<file path="src/rtl/read_arbiter.sv">
// read_arbiter -- grants the shared read channel to one of three masters.
//
// The grant is held until the owner's burst completes (rd_state_refre) or
// the hold counter expires. After every release there is at least one idle
// cycle before the next grant.
//
// Request/grant semantics: a master requests by holding rd_req_x high. It
// owns the channel for as long as rd_grant shows its bit. Request changes
// during a grant, including the owner dropping its request, do not affect
// the grant. rd_state_refre is only honoured while a grant is active.
//
// Configuration macro: RD_ARB_ROUND_ROBIN_EN
//   defined   -> rotating priority, starting at last_id+1 (mod 3)
//   undefined -> fixed priority 0 > 1 > 2
//
// Parameters:
//   TIMEOUT_CYCLES  maximum number of GRANT cycles without burst completion (2..65535)
//
// Ports:
//   sys_clk         clock; all state changes on its rising edge
//   sys_rstn        asynchronous active-low reset
//   rd_req_0/1/2    per-master read requests
//   rd_state_refre  one-cycle pulse: last read beat of the burst was accepted
//   rd_grant        one-hot owner of the channel (000 = no owner)
//   rd_grant_id     binary owner index, valid while rd_busy=1
//   rd_busy         high while a grant is active
//   rd_timeout      one-cycle pulse when a grant is forcibly released
//   dbg_state_o     current FSM state (0 = IDLE, 1 = GRANT)
module read_arbiter #(
    parameter int TIMEOUT_CYCLES = 1024
) (
    input  logic       sys_clk,
    input  logic       sys_rstn,
    input  logic       rd_req_0,
    input  logic       rd_req_1,
    input  logic       rd_req_2,
    input  logic       rd_state_refre,
    output logic [2:0] rd_grant,
    output logic [1:0] rd_grant_id,
    output logic       rd_busy,
    output logic       rd_timeout,
    output logic       dbg_state_o
);

    typedef enum logic {
        IDLE  = 1'b0,
        GRANT = 1'b1
    } state_e;

    // Counter value on the last allowed GRANT cycle.
    localparam logic [15:0] HOLD_LAST = 16'(TIMEOUT_CYCLES - 1);

    state_e      state_q, state_d;
    logic [2:0]  grant_q, grant_d;
    logic [1:0]  grant_id_q, grant_id_d;
    logic        busy_q, busy_d;
    logic        timeout_q, timeout_d;
    logic [15:0] hold_cnt_q, hold_cnt_d;
    logic [1:0]  last_id_q, last_id_d;

    logic [2:0]  req;
    logic [1:0]  pick_id;

    assign req = {rd_req_2, rd_req_1, rd_req_0};

    // Selection of the winning requester. Only meaningful when |req.
    always_comb begin
        pick_id = 2'd0;
`ifdef RD_ARB_ROUND_ROBIN_EN
        // Search begins one past the last owner and wraps around.
        case (last_id_q)
            2'd0: begin
                if (req[1])      pick_id = 2'd1;
                else if (req[2]) pick_id = 2'd2;
                else             pick_id = 2'd0;
            end
            2'd1: begin
                if (req[2])      pick_id = 2'd2;
                else if (req[0]) pick_id = 2'd0;
                else             pick_id = 2'd1;
            end
            default: begin
                if (req[0])      pick_id = 2'd0;
                else if (req[1]) pick_id = 2'd1;
                else             pick_id = 2'd2;
            end
        endcase
`else
        if (req[0])      pick_id = 2'd0;
        else if (req[1]) pick_id = 2'd1;
        else             pick_id = 2'd2;
`endif
    end

    always_comb begin
        state_d    = state_q;
        grant_d    = grant_q;
        grant_id_d = grant_id_q;
        busy_d     = busy_q;
        timeout_d  = 1'b0;
        hold_cnt_d = hold_cnt_q;
        last_id_d  = last_id_q;

        case (state_q)
            IDLE: begin
                grant_d    = 3'b000;
                grant_id_d = 2'd0;
                busy_d     = 1'b0;
                if (|req) begin
                    state_d    = GRANT;
                    grant_d    = 3'b001 << pick_id;
                    grant_id_d = pick_id;
                    busy_d     = 1'b1;
                    hold_cnt_d = 16'd0;
                    last_id_d  = pick_id;
                end
            end
            GRANT: begin
                // Burst completion takes precedence over an expiring counter,
                // so a release on the last allowed cycle is not a timeout.
                if (rd_state_refre) begin
                    state_d    = IDLE;
                    grant_d    = 3'b000;
                    grant_id_d = 2'd0;
                    busy_d     = 1'b0;
                    hold_cnt_d = 16'd0;
                end else if (hold_cnt_q == HOLD_LAST) begin
                    state_d    = IDLE;
                    grant_d    = 3'b000;
                    grant_id_d = 2'd0;
                    busy_d     = 1'b0;
                    timeout_d  = 1'b1;
                    hold_cnt_d = 16'd0;
                end else begin
                    hold_cnt_d = hold_cnt_q + 16'd1;
                end
            end
            default: begin
                state_d = IDLE;
            end
        endcase
    end

    always_ff @(posedge sys_clk or negedge sys_rstn) begin
        if (!sys_rstn) begin
            state_q    <= IDLE;
            grant_q    <= 3'b000;
            grant_id_q <= 2'd0;
            busy_q     <= 1'b0;
            timeout_q  <= 1'b0;
            hold_cnt_q <= 16'd0;
            // Master 2 counts as the previous owner, so master 0 goes first.
            last_id_q  <= 2'd2;
        end else begin
            state_q    <= state_d;
            grant_q    <= grant_d;
            grant_id_q <= grant_id_d;
            busy_q     <= busy_d;
            timeout_q  <= timeout_d;
            hold_cnt_q <= hold_cnt_d;
            last_id_q  <= last_id_d;
        end
    end

    assign rd_grant    = grant_q;
    assign rd_grant_id = grant_id_q;
    assign rd_busy     = busy_q;
    assign rd_timeout  = timeout_q;
    assign dbg_state_o = state_q;

endmodule

</file>
<file path="config.mk">
export PLATFORM = sky130hd
export DESIGN_NAME = read_arbiter
export DESIGN_NICKNAME = d
export VERILOG_FILES = /design/src/rtl/read_arbiter.sv
export SDC_FILE = /design/constraint.sdc
export NUM_CORES = 1
export LEC_CHECK = 0
export CORE_ASPECT_RATIO = 0.5
export CORE_MARGIN = 3
export CORE_UTILIZATION = 45
export DETAILED_ROUTE_END_ITERATION = 10
export PLACE_DENSITY = 0.69
export SYNTH_ARGS = -nofsm -noshare
export SYNTH_HDL_FRONTEND = slang
export SYNTH_SLANG_ARGS = --single-unit
export TNS_END_PERCENT = 10
</file>
<file path="constraint.sdc">
create_clock -name sys_clk -period 1.5 [get_ports sys_clk]
set_input_delay 0.3 -clock sys_clk [delete_from_list [all_inputs] [get_ports sys_clk]]
set_output_delay 0.3 -clock sys_clk [all_outputs]
set_load 0.1 [all_outputs]
</file>
Word-level counts from Yosys, hierarchy flattened

Index checks and enable logic that the tools add are counted.

Flip-flop bits (word level): 24
Output and inout bits: 8
Logic and storage cells: 37
Input bits: 6

Reduce and logical (&&, ||, !) cells: 1
Shifts and indexed selects: 1
Bitwise operators: 1
Add/sub/neg operators: 1
Muxes and demuxes: 24
Equality and inequality tests: 3

Operator list:

| cell                                                  | count |
|---|---|
| 2-to-1 mux 16 bit                                     | 3 |
| one-hot mux 16 bit (2 select lines)                   | 1 |
| adder 16 x 1 -> 16 bit, second input constant         | 1 |
| equality test 16 x 10 -> 1 bit, second input constant | 1 |
| 2-to-1 mux 2 bit                                      | 5 |
| 2-to-1 mux 3 bit                                      | 3 |
| 2-to-1 mux 1 bit                                      | 8 |
| one-hot mux 3 bit (2 select lines)                    | 1 |
| one-hot mux 1 bit (2 select lines)                    | 2 |
| one-hot mux 2 bit (2 select lines)                    | 1 |
| != test 3 x 2 -> 1 bit, second input constant         | 1 |
| OR reduction 3 bit                                    | 1 |
| left shift 1 x 2 -> 3 bit, first input constant       | 1 |
| != test 2 bit, second input constant                  | 1 |
| NOT 1 bit                                             | 1 |

Longest topological paths before layout

Gate-level depths: netlist of run 1.

Depth after elaboration: 5
Depth in mapped cells: 6
Mapped depth without buffers: 5

Worst setup path before layout of run 1

Ideal clock, no wire load.

Path kind: register -> register
Start: reg state_q (netlist: dbg_state_o)
End: reg hold_cnt_q[14]
Setup time: 120 ps
Data required time: 1380 ps
Buffers on the path: 1
Data arrival time: 1901 ps
Stages on the path, launching flop included: 6
Period minus slack after synthesis: 2020 ps
Slack: -520 ps
Cells stage by stage: dfrtp_1 -> nor4_2 -> buf_2 -> nor4_1 -> mux2i_1 -> nor2_1

Word-level cells in the longest chain between the ends: 2
Elaborated cells on any way between the ends: 3
Those cells by class: eq/ne (1); mux (1); bitwise (1)

Ends and longest elaborated chain:

| element                                                                     | RTL line | RTL |
|---|---|---|
| start: declaration                                                          | 53       | `state_e state_q, state_d;` |
| start signal: assignment                                                    | 155      | `state_q <= state_d;` |
| NOT 1 bit                                                                   | --       |  |
| one-hot mux 16 bit (2 select lines) / != test 2 bit (equally long branches) | --       |  |
| end signal: assignment                                                      | 160      | `hold_cnt_q <= hold_cnt_d;` |
| end: declaration                                                            | 58       | `logic [15:0] hold_cnt_q, hold_cnt_d;` |

Several ways; a longest one is shown, not always the timed one.
A chain may end at the register's enable or synchronous reset.

Worst setup path in the final report of run 1

Start: reg hold_cnt_q[6]
End: reg hold_cnt_q[3]

Word-level cells in the longest chain between the ends: 4

Ends and longest elaborated chain:

| element                             | RTL line | RTL |
|---|---|---|
| equality test 16 x 10 -> 1 bit      | 127      | `end else if (hold_cnt_q == HOLD_LAST) begin` |
| 2-to-1 mux 16 bit                   | 127      |  |
| 2-to-1 mux 16 bit                   | 121      | `if (rd_state_refre) begin` |
| one-hot mux 16 bit (2 select lines) | 104      | `case (state_q)` |

Every way passes these cells.

==> results.toml, run 1 <==
[routing]
drc_errors = 0
drtIter0Drc = 157
wirelength_um = 3399
final_antenna_net_count = 0
vias = 1201
first_pass_iters = 4
drt-vias-per-instance = 5.830
wire_per_inst_um = 16.50

[finish]
layout-drive-gt1-share = 0.4152
multiInputGateArea_um2 = 691.9
ff_latch_area_um2 = 581.8
nFillCells = 171
fin_cells = 206
n_antenna_cell = 0
finalNetCount = 179
syn2layout_area_growth_pct = 49.26

[global_routing]
grt_pass1_vias = 1172
overflow = 0
grt_max_degree = 24
antenna_found_initial = 0
gr-usage-all-layers = 0.2099
grt_first_pass_wirelength_um = 5644

[timing]
finalSetupTns_ns = -0.09415
fin_ws_ns = -0.09415
worstMarginPinSlew_ns = 0.3220
setup_viol = 1
finClkSkew_ns = 0.006750
hold_viol_final = 0
rsz0062_at_grt = "true"
timing.final.crit_period_ns = 1.594
drv_slew = 0
max_freq_ghz = 0.6273
period_share = 1.063
slew_headroom = 0.7837

[logic_synthesis]
netlist_top_cells_area = "dfrtp_1, nand3_1, o21ai_0, nand2_1, nor4_4"
yosysWarnings = 0
syn_area_um2 = 1267
synth-seq-cells = 23
ys_types = 42
synth_top_area_cell = "dfrtp_1"
yosysSeqAreaShare = 0.4541
netlist.area_leader.share = 0.4541
synth_nets = 129
synth_cells = 122
avgSynthCellArea_um2 = 10.39

[power_and_ir_drop]
ir_drop_mv = 1.188
leakage_uw = 0.0008349
powerDensity_nw_per_um2 = 1145

[critical_path]
r2r_start = "hold_cnt_q[6]"
required_ns = 1.63
reg2reg_depth = 6
crit_type = "reg2reg"
worstPathArrival_ns = 1.73
r2r_slack_ns = -0.09
r2r_end = "hold_cnt_q[3]"
cp-end-kind = "flip-flop"
cp_max_fo = 5
start_kind = "flip-flop"

[floorplanning]
dieArea_um2 = 3528
start_util = 0.5211
rows = 12
core-area_um2 = 2432
ioPinCount = 14
die_w_um = 81.06
die_y_um = 43.53

[clocking]
cts_tree = "yes"
clkLatencyLatePin_ns = 0.27
cts_made_buffers = 3
clk_pin_slew_ns = 0.09
cts-root-buf = "clkbuf_8"
ctsHoldBuffers = 0
htree_levels = 1
cts_buffer_depth = 2
cts_sinks = 23

[place]
pre_cts_ws_ns = -0.5032
dpl.cell_count = 201
routabilityCongestion = 0.8539
dpl.hpwl_um = 2519
io_buffers = 13

[job]
max-cap-violations = 0

[run_status]
failed_checks = "negative setup slack"
outcome = "finished, violations left"

[hold_path]
min_path_type = "in2async"
[synthesized netlist by cell type]
cell	count
dfrtp_1	23
nand2_1	12
nand3_1	10
o21ai_0	10
inv_1	5
nand4_1	5
a22o_1	4
a31oi_1	3
buf_4	3
nor2_1	3
nor3_1	3
or4_1	3
a21oi_1	2
and3_1	2
clkbuf_1	2
mux2i_1	2
nor4_1	2
nor4_4	2
o31ai_1	2
xnor2_1	2
a21o_1	1
a221oi_2	1
a32o_1	1
and2_1	1
and3_2	1
and4bb_2	1
buf_2	1
buf_6	1
ha_1	1
nand2b_1	1
nand3_4	1
nand4_4	1
nand4b_4	1
nor4_2	1
o2111a_1	1
o2111ai_1	1
o211ai_1	1
o21ai_1	1
o2bb2ai_1	1
o311ai_0	1
o31a_1	1
or3_1	1
[repair_timing]
action	CTS	global route
setup endpoints to repair	12	21
setup buffers	1	0
resized for setup	9	7
pin swaps	9	7
[cell type report]
| class | count | share of cell area |
|---|---|---|
| Timing Repair Buffer | 52 | 0.2698 |
| Sequential cell | 23 | 0.3075 |
| Multi-Input combinational cell | 87 | 0.3657 |
| Clock buffer | 4 | 0.02381 |
| Inverter | 5 | 0.009921 |
| Tap cell | 35 | 0.02315 |
[metal layers]
layer,wire [um],global-route usage,vias up
met5,0,0,-
met4,46,0.02020,0
met3,232,0.07054,6
met2,1528,0.3148,45
met1,1591,0.3043,584
li1,-,-,566
[cells by family (layout without fill, tap and decap cells)]
family,count (synthesis),after routing,share of synthesized area
xor+xnor,2,2,0.01382
flops,23,23,0.4541
mux,2,2,0.01580
compound gates,31,31,0.1737
buf+inv,12,61,0.05133
simple gates,51,51,0.2813
fa+ha+maj,1,1,0.009870
[placed cells by master (no fill, tap or decap), types with 3 or more instances in the layout]
cell | Yosys | layout
clkbuf_8 | 0 | 3
nor4_4 | 2 | 4
a31oi_1 | 3 | 3
dfrtp_1 | 23 | 20
a22o_1 | 4 | 4
buf_4 | 3 | 36
nor3_1 | 3 | 3
buf_12 | 0 | 8
dlygate4sd2_1 | 0 | 3
nand2_1 | 12 | 10
o21ai_0 | 10 | 10
buf_6 | 1 | 3
nand3_1 | 10 | 10
nand4_1 | 5 | 5
inv_1 | 5 | 5
[report_power, final]
part           switching, uW  internal [uW]  leakage [uW]
clock network            210            190     0.0000228
registers               85.5            689      0.000309
logic                    601            390      0.000504
[registers in the layout (all words and copies together), names as in the netlist]
signal and cells:
dbg_state_o 1, hold_cnt_q 16, rd_busy 1, rd_grant 2
rd_grant_id 2, rd_timeout 1
[critical path, stage by stage (launching register included)]
cell and delay (ns):
dfrtp_1 0.40, nand4_4 0.18, buf_6 0.17, nand4b_4 0.19
buf_6 0.16, a31oi_1 0.20, o21ai_0 0.14
[per-stage QoR]
step                cell area [um^2]  total power, uW  hold WS [ns]    util
floorplan                       1303             1303      0.004409       -
global placement                1785             1722        0.5429  0.7341
detailed placement              1785             1736        0.5506  0.7341
CTS                             1862             2139        0.3874  0.7654
global route                    1892             2238        0.3948  0.7778
finish                          1892             2167        0.3798  0.7778
[worst max-delay path by stage]
stage | start | end | cells after the start
6_report | hold_cnt_q[6] | hold_cnt_q[3] | 6
3_3_place_gp | rd_req_1 | hold_cnt_q[10] | 5
4_1_cts | hold_cnt_q[1] | hold_cnt_q[10] | 5
5_1_grt | hold_cnt_q[1] | hold_cnt_q[3] | 6
3_5_place_dp | rd_req_1 | hold_cnt_q[10] | 5
2_1_floorplan | dbg_state_o | hold_cnt_q[10] | 5
Power figures use the tool's default switching activity.
==> run 2: changes to the inputs <==
--- a/config.mk
+++ b/config.mk
@@ -5,11 +5,14 @@
 export SDC_FILE = /design/constraint.sdc
 export NUM_CORES = 1
 export LEC_CHECK = 0
+export CELL_PAD_IN_SITES_DETAIL_PLACEMENT = 0
+export CELL_PAD_IN_SITES_GLOBAL_PLACEMENT = 1
 export CORE_ASPECT_RATIO = 0.5
 export CORE_MARGIN = 3
-export CORE_UTILIZATION = 45
+export CORE_UTILIZATION = 39
 export DETAILED_ROUTE_END_ITERATION = 10
-export PLACE_DENSITY = 0.69
+export PLACE_DENSITY = 0.74
+export SKIP_CTS_REPAIR_TIMING = 1
 export SYNTH_ARGS = -nofsm -noshare
 export SYNTH_HDL_FRONTEND = slang
 export SYNTH_SLANG_ARGS = --single-unit
==> results.toml, run 2 (synthesis results as in run 1) <==
[floorplanning]
die_y_um = 46.31
die_w_um = 86.62
ioPinCount = 14
dieArea_um2 = 4011
start_util = 0.4478
core-area_um2 = 2830
rows = 13

[timing]
setup_viol = 6
finalSetupTns_ns = -0.2843
fin_ws_ns = -0.08753
finClkSkew_ns = 0.002000
period_share = 1.058
max_freq_ghz = 0.6299
drv_slew = 0
hold_viol_final = 0
worstMarginPinSlew_ns = 0.3337
timing.final.crit_period_ns = 1.588
rsz0062_at_grt = "true"
slew_headroom = 0.7755
whs_ns = 0.3887

[place]
dpl.hpwl_um = 2381
placed_area_um2 = 1780
routabilityCongestion = 0.8177
pre_cts_ws_ns = -0.4818
io_buffers = 13

[power_and_ir_drop]
ir_drop_mv = 1.045
powerDensity_nw_per_um2 = 1136
leakage_uw = 0.0008431
p_total_uw = 2144

[clocking]
cts_made_buffers = 3
cts_tree = "yes"
clk_pin_slew_ns = 0.08
cts_sinks = 23
cts-root-buf = "clkbuf_8"
htree_levels = 1
clkLatencyLatePin_ns = 0.26
cts_buffer_depth = 2

[critical_path]
reg2reg_depth = 5
required_ns = 1.69
start_kind = "primary input"
r2r_slack_ns = -0.06
r2r_start = "hold_cnt_q[1]"
worstPathArrival_ns = 1.78
path_delay_family = "simple AND/OR/NAND/NOR gates"
worst_path_max_delay_cell = "or4_4"
r2r_end = "hold_cnt_q[10]"
crit_type = "in2reg"
cp_slowest_stage_delay_ns = 0.61
cp-end-kind = "flip-flop"
cp_max_fo = 6
crit_chain = "clkdlybuf4s50_1 -> or4_4 -> nand2_1 -> o311ai_0 -> o21ai_1"
critPathBufInv = 1

[routing]
first_pass_iters = 4
final_antenna_net_count = 0
wire_per_inst_um = 15.50
drc_errors = 0
vias = 1199
drtIter0Drc = 100
drt-vias-per-instance = 5.710
wirelength_um = 3254

[run_status]
failed_checks = "negative setup slack"
outcome = "finished, violations left"

[finish]
finalNetCount = 181
post-route-cell-area_um2 = 1888
n_antenna_cell = 0
top_register = "hold_cnt_q"
syn2layout_area_growth_pct = 48.96
largest_reg_flops = 16
nFillCells = 218
final_common_cell = "buf_4"
layout_common_cells = "buf_4, dfrtp_1, nand2_1"
layout-drive-gt1-share = 0.3988

[global_routing]
grt_pass1_vias = 1125
grt_max_degree = 24
antenna_found_initial = 0
gr-usage-all-layers = 0.1773
grt_first_pass_wirelength_um = 5347
overflow = 0

[hold_path]
min_path_type = "in2async"

[job]
max-cap-violations = 0
==> run 2: changes by cell type in the layout (fill, tap and decap cells not counted), sizes merged <==
cell	delta
buf	+2
clkdlybuf4s50	+3
dlygate4sd2	-3
==> run 2: power breakdown <==
| group | switching (uW) | internal, uW |
|---|---|---|
| Clock | 195 | 190 |
| Sequential | 85.2 | 689 |
| Combinational | 590 | 395 |
==> run 2: per-stage QoR <==
| step | utilization | std cells |
|---|---|---|
| after global placement | 0.6291 | 202 |
| after floorplan | - | 122 |
| after global routing | 0.6671 | 210 |
| final | 0.6671 | 210 |
| after CTS | 0.6450 | 206 |
| after detailed placement | 0.6291 | 202 |
==> run 2: worst max path at each step <==
| stage | start | endpoint | slack [ns] | cells past startpoint |
|---|---|---|---|---|
| floorplan | dbg_state_o | hold_cnt_q[10] | -0.09 | 5 |
| global placement | rd_req_0 | hold_cnt_q[10] | -0.46 | 5 |
| detailed placement | rd_req_0 | hold_cnt_q[10] | -0.48 | 5 |
| CTS | rd_req_0 | hold_cnt_q[10] | -0.19 | 5 |
| global route | hold_cnt_q[1] | hold_cnt_q[10] | -0.14 | 5 |
| finish | rd_req_1 | hold_cnt_q[10] | -0.09 | 5 |
==> run 2: final cells by class <==
type | instances | area [um^2] | area share
clock buffer | 4 | 45.04 | 0.02386
inverter | 5 | 18.77 | 0.009940
multi-input combinational | 87 | 671.9 | 0.3559
sequential | 23 | 580.6 | 0.3075
tap | 37 | 46.29 | 0.02452
timing repair buffer | 54 | 525.5 | 0.2783
==> run 2: layer usage <==
layer | up-vias | share of wire | GRT usage
met5 | - | 0 | 0
met1 | 586 | 0.48 | 0.2424
met2 | 44 | 0.45 | 0.2857
met3 | 2 | 0.072 | 0.05357
li1 | 567 | - | -
met4 | 0 | 0.0037 | 0.02795
